File: src/rtl/bus_terminator_if.sv
// ---------------------------------------------------------------------------
// bus_terminator_if
//
// Groups the CPU-side bus-cycle signals handled by the bus terminator.
//
// Signals:
//   as_n         CPU address strobe, active-low, already synchronised
//   cs           per-device chip selects, active-high, one-hot when valid
//   waitstate    per-device wait from the waitstate generators (1 = not ready)
//   port_size    per-device width code, bits [2i+1:2i]
//   dsack_n      data-transfer acknowledge back to the CPU, active-low
//   berr_n       bus error back to the CPU, active-low
//   cycle_active high while the terminator is working on a cycle
//
// Modports:
//   master  the side that drives the request (CPU, address decoder,
//           waitstate generators) and observes the termination
//   slave   the bus terminator itself
// ---------------------------------------------------------------------------
interface bus_terminator_if #(
    parameter int NUM_DEV = 4
);

    logic                   as_n;
    logic [NUM_DEV-1:0]     cs;
    logic [NUM_DEV-1:0]     waitstate;
    logic [2*NUM_DEV-1:0]   port_size;
    logic [1:0]             dsack_n;
    logic                   berr_n;
    logic                   cycle_active;

    modport master (
        output as_n,
        output cs,
        output waitstate,
        output port_size,
        input  dsack_n,
        input  berr_n,
        input  cycle_active
    );

    modport slave (
        input  as_n,
        input  cs,
        input  waitstate,
        input  port_size,
        output dsack_n,
        output berr_n,
        output cycle_active
    );

endinterface

File: src/rtl/bus_terminator.sv
// ---------------------------------------------------------------------------
// bus_terminator
//
// Terminates CPU bus cycles. When the address strobe is seen, the selected
// device and its port width are latched; the cycle is then acknowledged with
// the width-specific dsack_n code once the device reports ready, or ended with
// a bus error if no device answers within TIMEOUT clocks, or immediately if
// more than one chip select is active. The termination is held until the CPU
// releases the address strobe.
//
// Parameters:
//   NUM_DEV   number of decoded devices (1..8)
//   TIMEOUT   WAIT-state clocks before a bus error (1..255)
//
// Ports:
//   clock     system clock, all state changes on its rising edge
//   reset_n   synchronous active-low reset
//   bus       bus_terminator_if slave modport (as_n, cs, waitstate,
//             port_size in; dsack_n, berr_n, cycle_active out)
//
// All outputs come straight from flops.
// ---------------------------------------------------------------------------
module bus_terminator #(
    parameter int         NUM_DEV = 4,
    parameter logic [7:0] TIMEOUT = 8'd255
) (
    input  logic            clock,
    input  logic            reset_n,
    bus_terminator_if.slave bus
);

    localparam int IDXW = (NUM_DEV > 1) ? $clog2(NUM_DEV) : 1;

    typedef enum logic [1:0] {
        IDLE = 2'd0,
        WAIT = 2'd1,
        ACK  = 2'd2,
        BERR = 2'd3
    } state_t;

    state_t            state;
    state_t            state_next;
    logic [7:0]        counter;
    logic [7:0]        counter_next;
    logic [IDXW-1:0]   dev_idx;
    logic [IDXW-1:0]   dev_idx_next;
    logic              dev_valid;
    logic              dev_valid_next;
    logic [1:0]        dev_size;
    logic [1:0]        dev_size_next;

    logic [1:0]        dsack_q;
    logic [1:0]        dsack_next;
    logic              berr_q;
    logic              berr_next;
    logic              active_q;
    logic              active_next;

    logic [3:0]        cs_count;
    logic [IDXW-1:0]   cs_idx;
    logic [1:0]        cs_size;
    logic              dev_ready;

    // Chip-select decode: count the active selects and pick out the index
    // and width of the selected device. Index and width are only meaningful
    // when exactly one select is active.
    always_comb begin
        cs_count = 4'd0;
        cs_idx   = '0;
        cs_size  = 2'b00;
        for (int i = 0; i < NUM_DEV; i++) begin
            if (bus.cs[i]) begin
                cs_count = cs_count + 4'd1;
                cs_idx   = IDXW'(i);
                cs_size  = bus.port_size[2*i +: 2];
            end
        end
    end

    // Ready from the latched device. A cycle with no device latched never
    // becomes ready, so only the timeout can end it. The loop avoids
    // indexing past NUM_DEV when it is not a power of two.
    always_comb begin
        dev_ready = 1'b0;
        for (int i = 0; i < NUM_DEV; i++) begin
            if (dev_valid && (dev_idx == IDXW'(i)) && !bus.waitstate[i]) begin
                dev_ready = 1'b1;
            end
        end
    end

    // Next-state logic. In WAIT the checks run in priority order: strobe
    // release aborts, then ready wins over timeout so a device answering on
    // the last allowed clock is still acknowledged.
    always_comb begin
        state_next     = state;
        counter_next   = counter;
        dev_idx_next   = dev_idx;
        dev_valid_next = dev_valid;
        dev_size_next  = dev_size;

        case (state)
            IDLE: begin
                counter_next = 8'd0;
                if (!bus.as_n) begin
                    if (cs_count == 4'd0) begin
                        state_next     = WAIT;
                        dev_valid_next = 1'b0;
                        dev_idx_next   = '0;
                        dev_size_next  = 2'b00;
                    end else if (cs_count == 4'd1) begin
                        state_next     = WAIT;
                        dev_valid_next = 1'b1;
                        dev_idx_next   = cs_idx;
                        dev_size_next  = cs_size;
                    end else begin
                        state_next     = BERR;
                        dev_valid_next = 1'b0;
                    end
                end
            end

            WAIT: begin
                if (bus.as_n) begin
                    state_next = IDLE;
                end else if (dev_ready) begin
                    state_next = ACK;
                end else if (counter == TIMEOUT) begin
                    state_next = BERR;
                end else begin
                    counter_next = counter + 8'd1;
                end
            end

            ACK: begin
                if (bus.as_n) begin
                    state_next = IDLE;
                end
            end

            BERR: begin
                if (bus.as_n) begin
                    state_next = IDLE;
                end
            end

            default: begin
                state_next = IDLE;
            end
        endcase
    end

    // Output values for the next clock are derived from the next state so
    // the registered outputs line up with the state they describe. ACK is
    // only reached from WAIT, where the latched width is stable.
    always_comb begin
        dsack_next = 2'b11;
        if (state_next == ACK) begin
            case (dev_size)
                2'b00:   dsack_next = 2'b10;
                2'b01:   dsack_next = 2'b01;
                default: dsack_next = 2'b00;
            endcase
        end
        berr_next   = (state_next != BERR);
        active_next = (state_next != IDLE);
    end

    // State and output registers with synchronous active-low reset.
    always_ff @(posedge clock) begin
        if (!reset_n) begin
            state     <= IDLE;
            counter   <= 8'd0;
            dev_idx   <= '0;
            dev_valid <= 1'b0;
            dev_size  <= 2'b00;
            dsack_q   <= 2'b11;
            berr_q    <= 1'b1;
            active_q  <= 1'b0;
        end else begin
            state     <= state_next;
            counter   <= counter_next;
            dev_idx   <= dev_idx_next;
            dev_valid <= dev_valid_next;
            dev_size  <= dev_size_next;
            dsack_q   <= dsack_next;
            berr_q    <= berr_next;
            active_q  <= active_next;
        end
    end

    assign bus.dsack_n      = dsack_q;
    assign bus.berr_n       = berr_q;
    assign bus.cycle_active = active_q;

endmodule

File: src/flat_wrapper.sv
// flat-port wrapper written by rule: the top's interface ports become plain ports
module bus_terminator_flat 
#(
    parameter int         NUM_DEV = 4,
    parameter logic [7:0] TIMEOUT = 8'd255
)
  (clock, reset_n, bus_as_n, bus_cs, bus_waitstate, bus_port_size, bus_dsack_n, bus_berr_n, bus_cycle_active);
  bus_terminator_if #(.NUM_DEV(NUM_DEV)) bus_i ();
  input  logic clock;
  input  logic reset_n;
  input wire logic [$bits(bus_i.as_n)-1:0] bus_as_n;
  input wire logic [$bits(bus_i.cs)-1:0] bus_cs;
  input wire logic [$bits(bus_i.waitstate)-1:0] bus_waitstate;
  input wire logic [$bits(bus_i.port_size)-1:0] bus_port_size;
  output wire logic [$bits(bus_i.dsack_n)-1:0] bus_dsack_n;
  output wire logic [$bits(bus_i.berr_n)-1:0] bus_berr_n;
  output wire logic [$bits(bus_i.cycle_active)-1:0] bus_cycle_active;
  assign bus_i.as_n = bus_as_n;
  assign bus_i.cs = bus_cs;
  assign bus_i.waitstate = bus_waitstate;
  assign bus_i.port_size = bus_port_size;
  assign bus_dsack_n = bus_i.dsack_n;
  assign bus_berr_n = bus_i.berr_n;
  assign bus_cycle_active = bus_i.cycle_active;
  bus_terminator #(.NUM_DEV(NUM_DEV), .TIMEOUT(TIMEOUT)) u_core (.clock(clock), .reset_n(reset_n), .bus(bus_i));
endmodule
File: config.mk
export PLATFORM = sky130hd
export DESIGN_NAME = bus_terminator_flat
export DESIGN_NICKNAME = d
export VERILOG_FILES = /design/src/rtl/bus_terminator_if.sv /design/src/rtl/bus_terminator.sv /design/src/flat_wrapper.sv
export SDC_FILE = /design/constraint.sdc
export NUM_CORES = 1
export LEC_CHECK = 0
export BUFFER_PORTS_ARGS = -buffer_cell sky130_fd_sc_hd__buf_2
export CAP_MARGIN = 20
export CORE_MARGIN = 2
export CORE_UTILIZATION = 45
export CTS_BUF_LIST = sky130_fd_sc_hd__clkbuf_16
export CTS_CLUSTER_SIZE = 24
export DETAILED_ROUTE_END_ITERATION = 10
export PLACE_DENSITY = 0.63
export SYNTH_ARGS = -nofsm -noshare
export SYNTH_HDL_FRONTEND = slang
export SYNTH_SLANG_ARGS = --single-unit
File: constraint.sdc
create_clock -name clock -period 2.4 [get_ports clock]
set_clock_uncertainty 0.05 [all_clocks]
set_input_delay 0.48 -clock clock [delete_from_list [all_inputs] [get_ports clock]]
set_output_delay 0.48 -clock clock [all_outputs]
set_load 0.005 [all_outputs]
==> metrics.txt <==
placed cells about 180; Slew @ Worst Pin between 400 and 500 ps; period utilization 0.801; CTS clk-pin slew, worst paths 50 ps; area of the core around 2500 µm²; Die H 55.5 µm; warnings from Yosys 0; # H-tree levels 1; Hold Buf Count CTS 0; outcome completed; initial antenna violation count 0; Seq/Total Area, Yosys 0.319; vias in the first global route about 960; mapped cell area between 1000 and 1500 µm²; largest net degree at the start of global routing 16; starting density of the core 0.477; antenna-violating nets left 0; worst hold path class register to register; worst path bufs/invs 0; library cells used by synthesis 43; CP endpoint kind register; Worst EP required about 2500 ps; TNS Setup 0 ps; worst-case clock buffer depth 2; Leak 0.541 nW; Post-layout nets about 180; most common library cell in the layout ignoring fill and taps buf_2; DR vias/cell between 5 and 6; most frequent cells in the layout buf_2, dfxtp_1, nand2_1, mux2i_1, o21ai_0; # clock sinks 19; CP max stage delay between 400 and 500 ps; total gr overflow 0; CP Class register to register; PD cells ~580 nW/µm²; number of synthesized flops with an enable pin 0; syn_area_per_cell 8.77 µm²; detailed placer's ending HPWL around 1900 µm; RSZ-0062 raised after global routing no; share of layout cells above drive strength 1 0.231; row count 18; Num CTS Buffers 3; DR pass1 iterations 4; Arr. time, crit path ~2100 ps; f_max 520 MHz; DR vias around 1.0k; Crit Path Max Fanout 5; DRT iter0 DRCs 14; Max-Slew Margin vs Limit 0.671; ys async rst share 0; post-cts sizing count 0; max-cap check violation count 0; Die ar. about 3100 µm²; Routed WL around 2500 µm; worst-path cell chain ha_1 -> and3_4 -> a211oi_1 -> nor4b_2 -> mux2i_1; FILL cells 223; area growth from synthesis to layout 16.5%; GRT Overall Usage 0.165; Die X-Extent 55.5 µm; IO Pins 23; Post-Layout Cell Count between 150 and 200; synthesized flop and latch total 19; final setup vio count 0; Root Buffer clkbuf_16; Net Count, Synth 160; Sequential cell area between 300 and 400 µm²; Routability Congestion 0.713; post-synthesis instance total approximately 140; Post-synth top flop dfxtp_1; VDD IR max 0.358 mV; CP max-delay cell a211oi_1; delay-heaviest family, CP simple AND/OR/NAND/NOR gates; DR WL/cell ~13 µm; number of port buffers 22; first-pass GRT wire length around 4200 µm; Final Hold Fails 0; CP Launch Type register; Post-CTS Setup Repair Bufs 0; DRC violations left 0; Multi-input gate area ~760 µm²; Slew Limit Fails 0; minimum clock period between 1500 and 2000 ps; Clock Latency Late Sink 250 ps; CTS tree built; n_diodes 0
[report_power, final]
| part | total [mW] | switching, mW | internal, mW |
|---|---|---|---|
| combinational | 0.125 | 0.0698 | 0.0556 |
| sequential | 0.338 | 0.0113 | 0.327 |
| clock | 0.341 | 0.117 | 0.223 |
[sequential cells by signal, indices dropped and copies added, names as in the netlist]
register / cells
u_core.counter: 8
u_core.dev_size: 2
u_core.dev_valid: 1
u_core.bus.cycle_active: 1
u_core.bus.dsack_n: 2
u_core.state: 2
u_core.dev_idx: 2
u_core.bus.berr_n: 1
[metal layers]
metal	track usage	wire length, µm	vias up
li1	-	-	543
met1	0.229	1260	470
met2	0.257	1090	24
met3	0.0234	78	4
met4	0.0627	36	0
met5	0	0	-
[cells in the mapped netlist, drive strengths merged (2+ instances only)]
cell    count  area share
a211oi      4       0.025
a21oi       4       0.017
and2        2       0.010
and4        2       0.015
buf         2       0.014
clkbuf      4       0.013
dfxtp      19        0.32
ha          5       0.052
inv         6       0.019
mux2        2       0.019
mux2i       9       0.076
nand2      17       0.054
nand2b      6       0.031
nand3       3       0.013
nand4       6       0.031
nor2        2      0.0063
nor2b       4       0.021
nor4        3       0.016
o21a        2       0.013
o21ai       9       0.038
o31ai       2       0.013
or4         2       0.013
xnor2       2       0.015
[kinds of logic after synthesis]
group | synth area share
buf+inv | 0.0451
xor+xnor | 0.0220
simple gates | 0.256
compound gates | 0.211
flops | 0.319
fa+ha+maj | 0.0525
mux | 0.0944
[metrics by stage]
step	area [µm²]	utilization	hold slack, ps	worst slack (ps)	total power, mW
floorplan	1190	-	392	540	0.432
global placement	1310	0.524	406	336	0.464
detailed placement	1310	0.524	418	254	0.470
CTS	1390	0.556	426	472	0.810
global route	1390	0.556	447	364	0.840
finish	1390	0.556	425	479	0.804
[path summary, 6_finish.rpt]
check,endpoint,start,slack [ps],depth (start not counted)
worst min-delay path,u_core.counter[7]$_SDFFE_PN0P_,u_core.counter[7]$_SDFFE_PN0P_,420,2
worst min register to register,u_core.counter[7]$_SDFFE_PN0P_,u_core.counter[7]$_SDFFE_PN0P_,420,2
worst max-delay path,u_core.counter[6]$_SDFFE_PN0P_,u_core.counter[0]$_SDFFE_PN0P_,480,5
worst max register to register,u_core.counter[6]$_SDFFE_PN0P_,u_core.counter[0]$_SDFFE_PN0P_,480,5
[tightest hold or removal path, cell delays in order, from the launching register on]
cell,delay [ps]
dfxtp_1,320
nand2_1,50
mux2i_1,50
[cell type report]
class | count | area share
clock inverters | 1 | 0.00360
flip-flops and latches | 19 | 0.274
repair buffers | 22 | 0.0793
multi-input cells | 105 | 0.546
well taps | 30 | 0.0270
clock buffers | 3 | 0.0541
inverters | 6 | 0.0162
Note: power is estimated with default switching activity, not from simulation.
